### src/rtl/rv32v_hazard_pkg.sv
// Shared types and helpers for the RV32V hazard unit.
// Optional feature macro used by this slice: RV32V_HAZARD_PERF_EN.
package rv32v_hazard_pkg;

    localparam int NUM_VSTAGES = 5;

    // CSR update sequencer states.
    typedef enum logic [1:0] {
        IDLE  = 2'd0,
        FLUSH = 2'd1,
        HOLD  = 2'd2
    } hazard_state_t;

    // Pipeline stage positions, youngest (F1) to oldest (MEM).
    typedef enum logic [2:0] {
        ST_F1  = 3'd0,
        ST_F2  = 3'd1,
        ST_DEC = 3'd2,
        ST_EX  = 3'd3,
        ST_MEM = 3'd4
    } stage_idx_t;

    typedef logic [NUM_VSTAGES-1:0] stage_vec_t;

    typedef struct packed {
        stage_vec_t stall;
        stage_vec_t flush;
    } stage_ctl_t;

    // Busy back-pressure: a busy stage stalls itself and every younger stage,
    // and the stage just older than the oldest stalled one takes a bubble.
    function automatic stage_ctl_t stall_chain(input stage_vec_t busy);
        stage_ctl_t r;
        logic       any_older;
        r         = '0;
        any_older = 1'b0;
        for (int s = NUM_VSTAGES - 1; s >= 0; s--) begin
            any_older  = any_older | busy[s];
            r.stall[s] = any_older;
        end
        for (int s = 1; s < NUM_VSTAGES; s++) begin
            r.flush[s] = r.stall[s-1] & ~r.stall[s];
        end
        return r;
    endfunction

endpackage

### src/rtl/rv32v_hazard_unit_if.sv
// Stall/flush bundle between the hazard unit and the five pipeline stages.
// Optional feature macro used by this slice: RV32V_HAZARD_PERF_EN (not used here).
//
// Signalling: every signal is a level, evaluated each cycle; there is no
// valid/ready handshake. A stage raises busy while it cannot advance and must
// obey its stall/flush in the same cycle; busy must never depend on the
// stage's own stall.
interface rv32v_hazard_unit_if;

    logic busy_f1;
    logic busy_f2;
    logic busy_dec;
    logic busy_ex;
    logic busy_mem;
    logic csr_update;
    logic exception_mem;

    logic stall_f1, flush_f1;
    logic stall_f2, flush_f2;
    logic stall_dec, flush_dec;
    logic stall_ex, flush_ex;
    logic stall_mem, flush_mem;

    modport hazard_unit (
        input  busy_dec, busy_ex, busy_mem, csr_update,
        output stall_f1, flush_f1, stall_f2, flush_f2, stall_dec, flush_dec,
        output stall_ex, flush_ex, stall_mem, flush_mem
    );

    modport flush1 (
        output busy_f1,
        input  stall_f1, flush_f1
    );

    modport flush2 (
        output busy_f2,
        input  stall_f2, flush_f2
    );

    modport decode (
        output busy_dec,
        input  stall_dec, flush_dec
    );

    modport execute (
        output busy_ex,
        input  stall_ex, flush_ex
    );

    modport memory (
        output busy_mem, csr_update, exception_mem,
        input  stall_mem, flush_mem
    );

endinterface

### src/rtl/rv32v_hazard_perf_cnt.sv
// Saturating stall-cycle counter; only instantiated when RV32V_HAZARD_PERF_EN is defined.
module rv32v_hazard_perf_cnt #(
    parameter int W = 32
) (
    input  logic         CLK,
    input  logic         RST,
    input  logic         inc,
    output logic [W-1:0] count
);

    // Count qualifying cycles, sticking at all-ones instead of wrapping.
    always_ff @(posedge CLK) begin
        if (RST) begin
            count <= '0;
        end else if (inc && (count != '1)) begin
            count <= count + 1'b1;
        end
    end

endmodule

### src/rtl/rv32v_hazard_unit.sv
// Central stall/flush controller for the RV32V 5-stage vector pipeline.
// Combines the busy back-pressure chain, MEM exceptions and a vset* CSR
// FLUSH -> HOLD -> IDLE sequence into per-stage stall/flush.
// Optional feature macro: RV32V_HAZARD_PERF_EN adds the stall_cycles counter.
module rv32v_hazard_unit
    import rv32v_hazard_pkg::*;
#(
    parameter int CSR_HOLD_CYCLES = 2
`ifdef RV32V_HAZARD_PERF_EN
    ,
    parameter int PERF_CNT_W      = 32
`endif
) (
    input  logic                        CLK,
    input  logic                        RST,
    rv32v_hazard_unit_if.hazard_unit    hu_if,
    input  logic                        busy_f1,
    input  logic                        busy_f2,
    input  logic                        exception_mem,
    output hazard_state_t               dbg_state
`ifdef RV32V_HAZARD_PERF_EN
    ,
    output logic [PERF_CNT_W-1:0]       stall_cycles
`endif
);

    localparam logic [3:0] HOLD_LOAD = 4'(CSR_HOLD_CYCLES - 1);

    hazard_state_t state, state_next;
    logic [3:0]    hold_cnt, hold_next;
    stage_vec_t    busy_v;
    stage_ctl_t    chain;
    stage_vec_t    stall_v, flush_v;

    assign busy_v    = {hu_if.busy_mem, hu_if.busy_ex, hu_if.busy_dec, busy_f2, busy_f1};
    assign chain     = stall_chain(busy_v);
    assign dbg_state = state;

    // Sequencer state and hold counter register.
    always_ff @(posedge CLK) begin
        if (RST) begin
            state    <= IDLE;
            hold_cnt <= '0;
        end else begin
            state    <= state_next;
            hold_cnt <= hold_next;
        end
    end

    // Next-state: an exception aborts any sequence; a CSR update (re)starts one.
    always_comb begin
        state_next = state;
        hold_next  = hold_cnt;
        if (exception_mem) begin
            state_next = IDLE;
            hold_next  = '0;
        end else begin
            unique case (state)
                IDLE: begin
                    if (hu_if.csr_update) begin
                        state_next = FLUSH;
                    end
                end
                FLUSH: begin
                    state_next = HOLD;
                    hold_next  = HOLD_LOAD;
                end
                HOLD: begin
                    if (hu_if.csr_update) begin
                        state_next = FLUSH;
                    end else if (hold_cnt == 4'd0) begin
                        state_next = IDLE;
                    end else begin
                        hold_next = hold_cnt - 1'b1;
                    end
                end
                default: begin
                    state_next = IDLE;
                    hold_next  = '0;
                end
            endcase
        end
    end

    // Output merge: reset/exception flush everything, then the sequencer
    // overrides the busy chain for the stages it owns.
    always_comb begin
        stall_v = chain.stall;
        flush_v = chain.flush;
        if (RST || exception_mem) begin
            stall_v = '0;
            flush_v = '1;
        end else begin
            unique case (state)
                FLUSH: begin
                    // F1..EX take bubbles; MEM keeps its busy-chain behaviour.
                    stall_v[ST_EX:ST_F1] = '0;
                    flush_v[ST_EX:ST_F1] = '1;
                end
                HOLD: begin
                    // Freeze fetch until the new vl/vtype has settled.
                    stall_v[ST_F1] = 1'b1;
                    flush_v[ST_F1] = 1'b0;
                end
                default: begin
                end
            endcase
        end
    end

    assign hu_if.stall_f1  = stall_v[ST_F1];
    assign hu_if.flush_f1  = flush_v[ST_F1];
    assign hu_if.stall_f2  = stall_v[ST_F2];
    assign hu_if.flush_f2  = flush_v[ST_F2];
    assign hu_if.stall_dec = stall_v[ST_DEC];
    assign hu_if.flush_dec = flush_v[ST_DEC];
    assign hu_if.stall_ex  = stall_v[ST_EX];
    assign hu_if.flush_ex  = flush_v[ST_EX];
    assign hu_if.stall_mem = stall_v[ST_MEM];
    assign hu_if.flush_mem = flush_v[ST_MEM];

`ifdef RV32V_HAZARD_PERF_EN
    rv32v_hazard_perf_cnt #(
        .W (PERF_CNT_W)
    ) u_perf_cnt (
        .CLK   (CLK),
        .RST   (RST),
        .inc   (|stall_v),
        .count (stall_cycles)
    );
`endif

endmodule

### src/flat_wrapper.sv
// flat-port wrapper written by rule: the top's interface ports become plain ports
module rv32v_hazard_unit_flat import rv32v_hazard_pkg::*;
#(
    parameter int CSR_HOLD_CYCLES = 2

)
  (CLK, RST, busy_f1, busy_f2, exception_mem, dbg_state, hu_if_busy_dec, hu_if_busy_ex, hu_if_busy_mem, hu_if_csr_update, hu_if_stall_f1, hu_if_flush_f1, hu_if_stall_f2, hu_if_flush_f2, hu_if_stall_dec, hu_if_flush_dec, hu_if_stall_ex, hu_if_flush_ex, hu_if_stall_mem, hu_if_flush_mem);
  rv32v_hazard_unit_if hu_if_i ();
  input  logic CLK;
  input  logic RST;
  input  logic busy_f1;
  input  logic busy_f2;
  input  logic exception_mem;
  output hazard_state_t dbg_state;
  input wire logic [$bits(hu_if_i.busy_dec)-1:0] hu_if_busy_dec;
  input wire logic [$bits(hu_if_i.busy_ex)-1:0] hu_if_busy_ex;
  input wire logic [$bits(hu_if_i.busy_mem)-1:0] hu_if_busy_mem;
  input wire logic [$bits(hu_if_i.csr_update)-1:0] hu_if_csr_update;
  output wire logic [$bits(hu_if_i.stall_f1)-1:0] hu_if_stall_f1;
  output wire logic [$bits(hu_if_i.flush_f1)-1:0] hu_if_flush_f1;
  output wire logic [$bits(hu_if_i.stall_f2)-1:0] hu_if_stall_f2;
  output wire logic [$bits(hu_if_i.flush_f2)-1:0] hu_if_flush_f2;
  output wire logic [$bits(hu_if_i.stall_dec)-1:0] hu_if_stall_dec;
  output wire logic [$bits(hu_if_i.flush_dec)-1:0] hu_if_flush_dec;
  output wire logic [$bits(hu_if_i.stall_ex)-1:0] hu_if_stall_ex;
  output wire logic [$bits(hu_if_i.flush_ex)-1:0] hu_if_flush_ex;
  output wire logic [$bits(hu_if_i.stall_mem)-1:0] hu_if_stall_mem;
  output wire logic [$bits(hu_if_i.flush_mem)-1:0] hu_if_flush_mem;
  assign hu_if_i.busy_dec = hu_if_busy_dec;
  assign hu_if_i.busy_ex = hu_if_busy_ex;
  assign hu_if_i.busy_mem = hu_if_busy_mem;
  assign hu_if_i.csr_update = hu_if_csr_update;
  assign hu_if_stall_f1 = hu_if_i.stall_f1;
  assign hu_if_flush_f1 = hu_if_i.flush_f1;
  assign hu_if_stall_f2 = hu_if_i.stall_f2;
  assign hu_if_flush_f2 = hu_if_i.flush_f2;
  assign hu_if_stall_dec = hu_if_i.stall_dec;
  assign hu_if_flush_dec = hu_if_i.flush_dec;
  assign hu_if_stall_ex = hu_if_i.stall_ex;
  assign hu_if_flush_ex = hu_if_i.flush_ex;
  assign hu_if_stall_mem = hu_if_i.stall_mem;
  assign hu_if_flush_mem = hu_if_i.flush_mem;
  rv32v_hazard_unit #(.CSR_HOLD_CYCLES(CSR_HOLD_CYCLES)) u_core (.CLK(CLK), .RST(RST), .hu_if(hu_if_i), .busy_f1(busy_f1), .busy_f2(busy_f2), .exception_mem(exception_mem), .dbg_state(dbg_state));
endmodule
### config.mk
export PLATFORM = sky130hd
export DESIGN_NAME = rv32v_hazard_unit_flat
export DESIGN_NICKNAME = d
export VERILOG_FILES = /design/src/rtl/rv32v_hazard_pkg.sv /design/src/rtl/rv32v_hazard_unit_if.sv /design/src/rtl/rv32v_hazard_perf_cnt.sv /design/src/rtl/rv32v_hazard_unit.sv /design/src/flat_wrapper.sv
export SDC_FILE = /design/constraint.sdc
export NUM_CORES = 1
export LEC_CHECK = 0
export ABC_AREA = 1
export CAP_MARGIN = 25
export CORE_MARGIN = 1.5
export CORE_UTILIZATION = 30
export DETAILED_ROUTE_END_ITERATION = 6
export PLACE_DENSITY_LB_ADDON = 0.05
export SLEW_MARGIN = 30
export SYNTH_ARGS = -nofsm -noshare
export SYNTH_HDL_FRONTEND = slang
export SYNTH_SLANG_ARGS = --single-unit
### constraint.sdc
create_clock -name CLK -period 1.6 [get_ports CLK]
set_input_delay 0.32 -clock CLK [delete_from_list [all_inputs] [get_ports CLK]]
set_output_delay 0.32 -clock CLK [all_outputs]
set_load 0.005 [all_outputs]
; Word-level counts from Yosys, hierarchy flattened
; Index checks and enable logic that the tools add are counted.
[totals]
register_bits = 6
inputBits = 9
output_inout_bits = 12
elab_cells = 43
[classes]
add_sub_neg = 1
eq_ne = 6
n_mux = 15
bitwise_logic = 13
n_reduce_logical = 6
[ops]
columns = op, n
row1 = $mux W4, 4
row2 = $pmux W4 S3, 1
row3 = $mux W2, 3
row4 = $mux W3, 2
row5 = $ne A2 B2 Y1 const B, 3
row6 = $pmux W2 S3, 1
row7 = $not A1 Y1, 5
row8 = $and A1 B1 Y1, 4
row9 = $logic_not A4 Y1, 1
row10 = $or A1 B1 Y1, 4
row11 = $sub A4 B1 Y4 const B, 1
row12 = $mux W1, 3
row13 = $ne A3 B2 Y1 const B, 1
row14 = $reduce_and A3 Y1, 1
row15 = $eq A2 B1 Y1 const B, 1
row16 = $eq A2 B2 Y1 const B, 1
row17 = $logic_not A2 Y1, 1
row18 = $pmux W1 S2, 1
row19 = $reduce_and A2 Y1, 1
row20 = $reduce_or A2 Y1, 1
row21 = $logic_or A1 B1 Y1, 1

; Longest topological paths before layout
; Gate-level depths: netlist (run 1).
[depth]
depth_word = 7
depth_mapped = 8
depth_no_buf = 8

; Least setup slack after synthesis (run 1)
; No wires, ideal clock.
[synth_path]
path_kind = flip-flop to output port
startpoint = register u_core.state[1], in the netlist u_core.dbg_state[1]
endpoint = output hu_if_flush_dec
t_arrival_ps = 1065
required_time_ps = 1280
slack_ps = 215
path_stages_with_launch = 7
n_path_buf = 0
path_cell_list = dfxtp_1 inv_1 ha_1 nor2_4 inv_2 a21oi_2 nor2_1
[synth_via]
elab_chain_len = 3
[synth_lines]
columns = element, line_no
row1 = "start, declared", rv32v_hazard_unit.sv:29  ; hazard_state_t state, state_next;
row2 = "start signal, assigned", rv32v_hazard_unit.sv:45  ; state <= state_next;
row3 = $eq A2 B1 Y1, rv32v_hazard_unit.sv:94  ; unique case (state)
row4 = $mux W3, rv32v_hazard_unit.sv:94
row5 = $mux W4, rv32v_hazard_unit.sv:90  ; if (RST || exception_mem) begin
row6 = "end, declared", flat_wrapper.sv:24  ; output wire logic [$bits(hu_if_i.flush_dec)-1:0] hu_if_flush_dec;
; Every way passes these cells.

; Final worst setup path (run 1)
; Same ends and word-level chain as after synthesis.

==> impl_metrics.py, run 1 <==
metrics = {
    "outcome": {
        "status": "finished clean",
    },
    "clocking": {
        "cts_buffer_depth": 2,
        "cts_tree": "yes",
        "cts_hold_buffers": 0,
        "cts_buffers": 3,
        "clock_sinks": 6,
        "cts_htree_levels": 1,
        "clockRootBuffer": "clkbuf_4",
        "clk_pin_slew_ns": 0.05,
        "clkLatencyLatePin_ns": 0.25,
    },
    "global_routing": {
        "grt_overflow": 0,
        "antenna_found_initial": 0,
        "grt_max_degree": 7,
        "grt_pass1_wl_um": 2421,
        "grt_pass1_vias": 575,
        "grt_usage_pct": 16.20,
    },
    "place": {
        "gp_congestion": 0.7510,
        "hpwl_um": 1129,
        "pre_cts_ws_ns": -0.5576,
        "portBuffers": 20,
    },
    "logic_synthesis": {
        "synthTopCellsByArea": "dfxtp_1 (22%), ha_1 (14%), nand2_1 (12%)",
        "ys_warn_count": 0,
        "async_flop_share_pct": 0,
        "synth_seq_cells": 6,
        "synth_top_flop_cell": "dfxtp_1",
        "synth_edf_count": 0,
        "synthCells": 87,
        "synth_top_cell_by_area": "dfxtp_1",
        "seq_area_frac_synth_pct": 21.82,
        "synth.avg_cell_area_um2": 6.328,
        "synth_cell_types": 19,
        "netlist_area_um2": 550.5,
        "syn_nets": 102,
        "synth_top_area_share_pct": 21.82,
    },
    "die": {
        "coreArea_um2": 1727,
        "io_pins": 21,
        "start_util_pct": 31.88,
        "die_y_um": 45.84,
        "row_count": 15,
        "die_area_um2": 2101,
        "dieWidth_um": 45.84,
    },
    "sta": {
        "hold_viol": 0,
        "timing.final.ws_setup_ns": 0.01678,
        "maxSlewViolCount": 0,
        "setup-violations-final": 0,
        "fmax_mhz": 631.6,
        "period_share_pct": 98.95,
        "rsz0062_at_grt": "true",
        "min_period_ns": 1.583,
        "max-slew-margin-rel_pct": 87.06,
        "tightest_slew_ns": 0.1936,
        "clock_skew_ns": 0.0005130,
    },
    "drt": {
        "firstDrtPassIters": 4,
        "routed-via-count": 621,
        "wirelength_um": 1448,
        "avgRoutedWirePerCell_um": 9.850,
        "drcViolationCount": 0,
        "vias_per_cell": 4.224,
        "route.antenna.remaining_nets": 0,
        "initialDrtViolationCount": 16,
    },
    "worst_setup_path": {
        "worstSetupPathType": "flop to primary output",
        "cp_cell_sequence": "inv_4 > ha_4 > nor2_4 > inv_4 > a21oi_2 > nor2_1 > buf_2",
        "cp_max_fo": 4,
        "arrival_ns": 1.26,
        "worstSetupStartpointType": "flop",
        "critical_path.endpoint_type": "primary output",
        "crit_slowest_cell": "dfxtp_2",
        "slowest_delay_ns": 0.34,
        "required_ns": 1.28,
        "cp_common_cell": "inv_4",
    },
    "hold_path": {
        "hp-class": "flop to flop",
    },
    "layout": {
        "final_core_util_pct": 53.12,
        "antennaDiodeCount": 0,
        "drive_above_1_share_pct": 36.89,
        "area_growth_pct": 66.59,
        "fin_nets": 139,
    },
    "power": {
        "seqPwrFrac_pct": 32.3,
        "pwr-share-comb_pct": 38.8,
        "switchingPower_uw": 157.4,
        "netSwitchingFraction_pct": 31.69,
        "pwr-share-clk_pct": 28.8,
        "vdd_drop_max_mv": 0.5317,
        "p_int_uw": 339.2,
        "cellPowerDensity_nw_per_um2": 541.4,
        "power_leakage_nw": 0.4538,
    },
    "flow_run": {
        "cap_violations": 0,
    },
}
-- cells in the mapped netlist, types with 2 or more instances --
library cell / instances
nand3_1: 5
nand2_1: 17
inv_1: 15
nor2_1: 13
nor2_2: 3
nor2_4: 2
a21oi_1: 7
inv_2: 2
ha_1: 6
a21oi_2: 2
o21ai_0: 2
dfxtp_1: 6
-- worst paths after layout --
path / from / slack [ns] / endpoint / cells after the start
hold / removal: u_core.hold_cnt[2]$_SDFFE_PN0P_ / 0.52 / u_core.hold_cnt[2]$_SDFFE_PN0P_ / 2
hold reg to reg: u_core.hold_cnt[2]$_SDFFE_PN0P_ / 0.52 / u_core.hold_cnt[2]$_SDFFE_PN0P_ / 2
setup reg to reg: u_core.dbg_state[0]$_SDFFE_PN0P_ / 0.13 / u_core.hold_cnt[1]$_SDFFE_PN0P_ / 8
setup / recovery: u_core.dbg_state[1]$_SDFFE_PN0P_ / 0.02 / hu_if_flush_dec / 7
-- final cells by class --
| type | count | area (um^2) |
|---|---|---|
| fillers | 195 | 809.5 |
| multi-input cells | 64 | 419.2 |
| repair buffers | 32 | 250.2 |
| flip-flops and latches | 6 | 125.1 |
| inverters | 17 | 68.82 |
| well taps | 25 | 31.28 |
| clock buffers | 3 | 22.52 |
-- worst max-delay path, delay by kind of cell (launching register included) --
family                   cells  cell delay (ns)
buffers and inverters        3             0.23
adder cells (fa/ha/maj)      1             0.16
AND/OR/NAND/NOR              2             0.16
AO/OA/AOI/OAI                1             0.11
flip-flops                   1             0.34
-- placed cells by master, fill, tap and decap left out, types with 2 or more instances in the layout --
cell type and instances:
nand3_1 5, inv_1 12, a21oi_1 5, ha_4 2, inv_4 2, dfxtp_1 4, clkbuf_4 3, dlygate4sd2_1 6
buf_2 7, nor2_1 12, buf_4 12, clkdlybuf4s50_1 5, inv_2 3, nand2_2 2, nor2_4 3, nand2_1 16
nor2_2 3, o21ai_1 2, a21oi_2 3, ha_1 3
-- cell families after synthesis --
family | synth area share [%]
AO/OA/AOI/OAI | 13.86
AND/OR/NAND/NOR | 37.50
flip-flops | 21.82
XOR/XNOR | 1.591
buffers and inverters | 11.59
adder cells (fa/ha/maj) | 13.64
-- per-stage QoR --
step / power, mW / instances / cell area [um^2] / hold slack [ns] / TNS, ns
detailed placement: 0.3437 / 142 / 857.1 / 0.5144 / -4.232
finish: 0.4966 / 147 / 917.1 / 0.5184 / 0
global route: 0.5344 / 147 / 917.1 / 0.5741 / -0.1775
global placement: 0.3438 / 142 / 857.1 / 0.5145 / -4.257
CTS: 0.4893 / 146 / 880.8 / 0.5209 / -0.02100
floorplan: 0.2478 / 87 / 550.5 / 0.4683 / 0
-- registers in the layout (all words and copies together), names as in the netlist --
name,flops
u_core.hold_cnt,4
u_core.dbg_state,2
-- power by group through the flow --
| stage | Sequential [mW] | Combinational, mW | Clock [mW] |
|---|---|---|---|
| global route | 0.161 | 0.216 | 0.158 |
| global placement | 0.162 | 0.182 | 0 |
| CTS | 0.161 | 0.181 | 0.147 |
| floorplan | 0.163 | 0.0849 | 0 |
| detailed placement | 0.162 | 0.182 | 0 |
| finish | 0.161 | 0.193 | 0.143 |
-- layer usage --
layer  global-route usage (%)  share of wire (%)  vias to the layer above
met5                        0                  0                        -
met4                    3.429               0.55                        0
met3                    5.952                2.8                        2
met2                    27.32                 50                        8
met1                    19.58                 47                      268
li1                         -                  -                      343
-- what timing repair did --
action,in CTS,in global routing
pin swaps,7,4
resized for setup,45,12
setup endpoints to repair,11,10
buffers inserted,1,1
(Power assumes the default switching activity.)
==> run 2: changes to the inputs <==
--- a/config.mk
+++ b/config.mk
@@ -9,6 +9,7 @@
 export CAP_MARGIN = 25
 export CORE_MARGIN = 1.5
 export CORE_UTILIZATION = 30
+export CTS_CLUSTER_DIAMETER = 40
 export DETAILED_ROUTE_END_ITERATION = 6
 export PLACE_DENSITY_LB_ADDON = 0.05
 export SLEW_MARGIN = 30
==> results of run 2 <==
Final layout, timing and power as in run 1 (identical DEF).
==> run 3: changes to the inputs <==
--- a/config.mk
+++ b/config.mk
@@ -12,6 +12,7 @@
 export CTS_CLUSTER_DIAMETER = 40
 export DETAILED_ROUTE_END_ITERATION = 6
 export PLACE_DENSITY_LB_ADDON = 0.05
+export SKIP_CTS_REPAIR_TIMING = 1
 export SLEW_MARGIN = 30
 export SYNTH_ARGS = -nofsm -noshare
 export SYNTH_HDL_FRONTEND = slang
==> run 3 against run 2 <==
Effect of this change:
- via count up 0.64%
- final cell count is 0.68% lower
- sequential share of layout area down 0.74 points
- sequential power hardly changed
- maximum frequency up 0.55%
- global-route usage down 0.73 points
- worst hold slack better by 0.00073 ns
- clock power barely moved
- non-clock buffer count down 1
==> impl_metrics.py, run 3 (synthesis gave the netlist of run 1 again) <==
metrics = {
    "outcome": {
        "status": "finished clean",
    },
    "die": {
        "io_pins": 21,
        "dieWidth_um": 45.84,
        "die_area_um2": 2101,
        "row_count": 15,
        "die_y_um": 45.84,
        "coreArea_um2": 1727,
        "start_util_pct": 31.88,
    },
    "worst_setup_path": {
        "r2r-start": "u_core.dbg_state[0]$_SDFFE_PN0P_",
        "critical_path.endpoint_type": "primary output",
        "worstRegToRegCells": 8,
        "required_ns": 1.28,
        "cp_max_fo": 4,
        "arrival_ns": 1.25,
        "cp_cell_sequence": "inv_4 > ha_4 > nor2_4 > inv_2 > a21oi_2 > nor2_1 > clkbuf_2",
        "slowest_delay_ns": 0.34,
        "crit_slowest_cell": "dfxtp_2",
        "worstSetupStartpointType": "flop",
        "critPathLaunch": "u_core.dbg_state[1]$_SDFFE_PN0P_",
        "worstSetupPathType": "flop to primary output",
    },
    "drt": {
        "routed-via-count": 625,
        "avgRoutedWirePerCell_um": 10.49,
        "initialDrtViolationCount": 11,
        "drcViolationCount": 0,
        "wirelength_um": 1532,
        "route.antenna.remaining_nets": 0,
        "vias_per_cell": 4.281,
        "firstDrtPassIters": 4,
    },
    "layout": {
        "layoutNonFillerInstCount": 146,
        "most-common-layout-cells": "nand2_1 (15), inv_1 (12), nor2_1 (12)",
        "multi_input_area_um2": 431.7,
        "seq_area_um2": 125.1,
        "antennaDiodeCount": 0,
        "area_growth_pct": 76.14,
        "final_core_util_pct": 56.16,
        "layout_commonest_cell": "nand2_1",
        "top_register": "u_core.hold_cnt",
        "fin_nets": 138,
        "drive_above_1_share_pct": 34.71,
        "fillers": 179,
        "largest_register_ff_count": 4,
    },
    "place": {
        "gp_congestion": 0.7510,
        "pre_cts_ws_ns": -0.5576,
        "portBuffers": 20,
        "placed_cells": 142,
        "hpwl_um": 1129,
    },
    "power": {
        "vdd_drop_max_mv": 0.5376,
        "p_total_uw": 503.6,
        "power_leakage_nw": 0.5412,
        "seqPwrFrac_pct": 31.9,
        "p_int_uw": 344.7,
        "pwr-share-comb_pct": 39.9,
        "pwr-share-clk_pct": 28.3,
        "switchingPower_uw": 158.9,
        "cellPowerDensity_nw_per_um2": 519.4,
        "netSwitchingFraction_pct": 31.56,
    },
    "sta": {
        "hold_viol": 0,
        "tightest_slew_ns": 0.1919,
        "maxSlewViolCount": 0,
        "rsz0062_at_grt": "true",
        "period_share_pct": 98.41,
        "fmax_mhz": 635.1,
        "clock_skew_ns": 0.0005851,
        "whs_ns": 0.5192,
        "max-slew-margin-rel_pct": 87.18,
        "setup-violations-final": 0,
        "timing.final.ws_setup_ns": 0.02538,
        "min_period_ns": 1.575,
    },
    "global_routing": {
        "grt_pass1_wl_um": 2325,
        "grt_pass1_vias": 568,
        "grt_overflow": 0,
        "antenna_found_initial": 0,
        "grt_usage_pct": 15.47,
        "grt_max_degree": 7,
    },
    "clocking": {
        "clk_pin_slew_ns": 0.05,
        "clock_sinks": 6,
        "clkLatencyLatePin_ns": 0.25,
        "cts_htree_levels": 1,
        "cts_buffer_depth": 2,
        "cts_tree": "yes",
        "cts_buffers": 3,
        "clockRootBuffer": "clkbuf_4",
    },
    "hold_path": {
        "whs_path_depth": 2,
        "hp-class": "flop to flop",
        "hold_start": "u_core.hold_cnt[2]$_SDFFE_PN0P_",
    },
    "flow_run": {
        "cap_violations": 0,
    },
}
run 3: layout make-up:
type                       instances  share of cell area (%)
inverter                          17                   7.097
sequential                         6                   12.90
timing repair buffer              31                   29.94
multi-input combinational         64                   44.52
clock buffer                       3                   2.323
tap                               25                   3.226
run 3: stage by stage:
| step | cell area [um^2] | setup TNS (ns) |
|---|---|---|
| after floorplan | 550.5 | 0 |
| after global placement | 857.1 | -4.257 |
| after detailed placement | 857.1 | -4.232 |
| after CTS | 879.6 | -4.261 |
| after global routing | 969.7 | -0.1940 |
| final | 969.7 | 0 |
run 3: worst paths after layout:
kind	endpoint	slack [ns]
max	hu_if_flush_dec	0.03
min reg2reg	u_core.hold_cnt[2]$_SDFFE_PN0P_	0.52
min	u_core.hold_cnt[2]$_SDFFE_PN0P_	0.52
max reg2reg	u_core.hold_cnt[1]$_SDFFE_PN0P_	0.12
run 3: power groups by stage:
stage | combinational [mW] | sequential [mW] | clock (mW)
6_report | 0.201 | 0.160 | 0.142
5_1_grt | 0.223 | 0.161 | 0.158
3_3_place_gp | 0.182 | 0.162 | 0
4_1_cts | 0.184 | 0.159 | 0.147
2_1_floorplan | 0.0849 | 0.163 | 0
3_5_place_dp | 0.182 | 0.162 | 0
run 3: per-layer routing:
metal / vias up / track usage [%] / share of wire (%)
met5: - / 0 / 0
met4: 0 / 3.429 / 0.52
met3: 2 / 5.952 / 2.6
met2: 8 / 25.35 / 51
met1: 275 / 19.10 / 46
li1: 340 / - / -
run 3: critical path, delay by kind of cell (launching register included):
family	cells	cell delay, ns
AOI/OAI and AO/OA	1	0.12
adders and majority gates	1	0.16
buffers and inverters	3	0.22
DFF	1	0.34
and+or+nand+nor	2	0.16
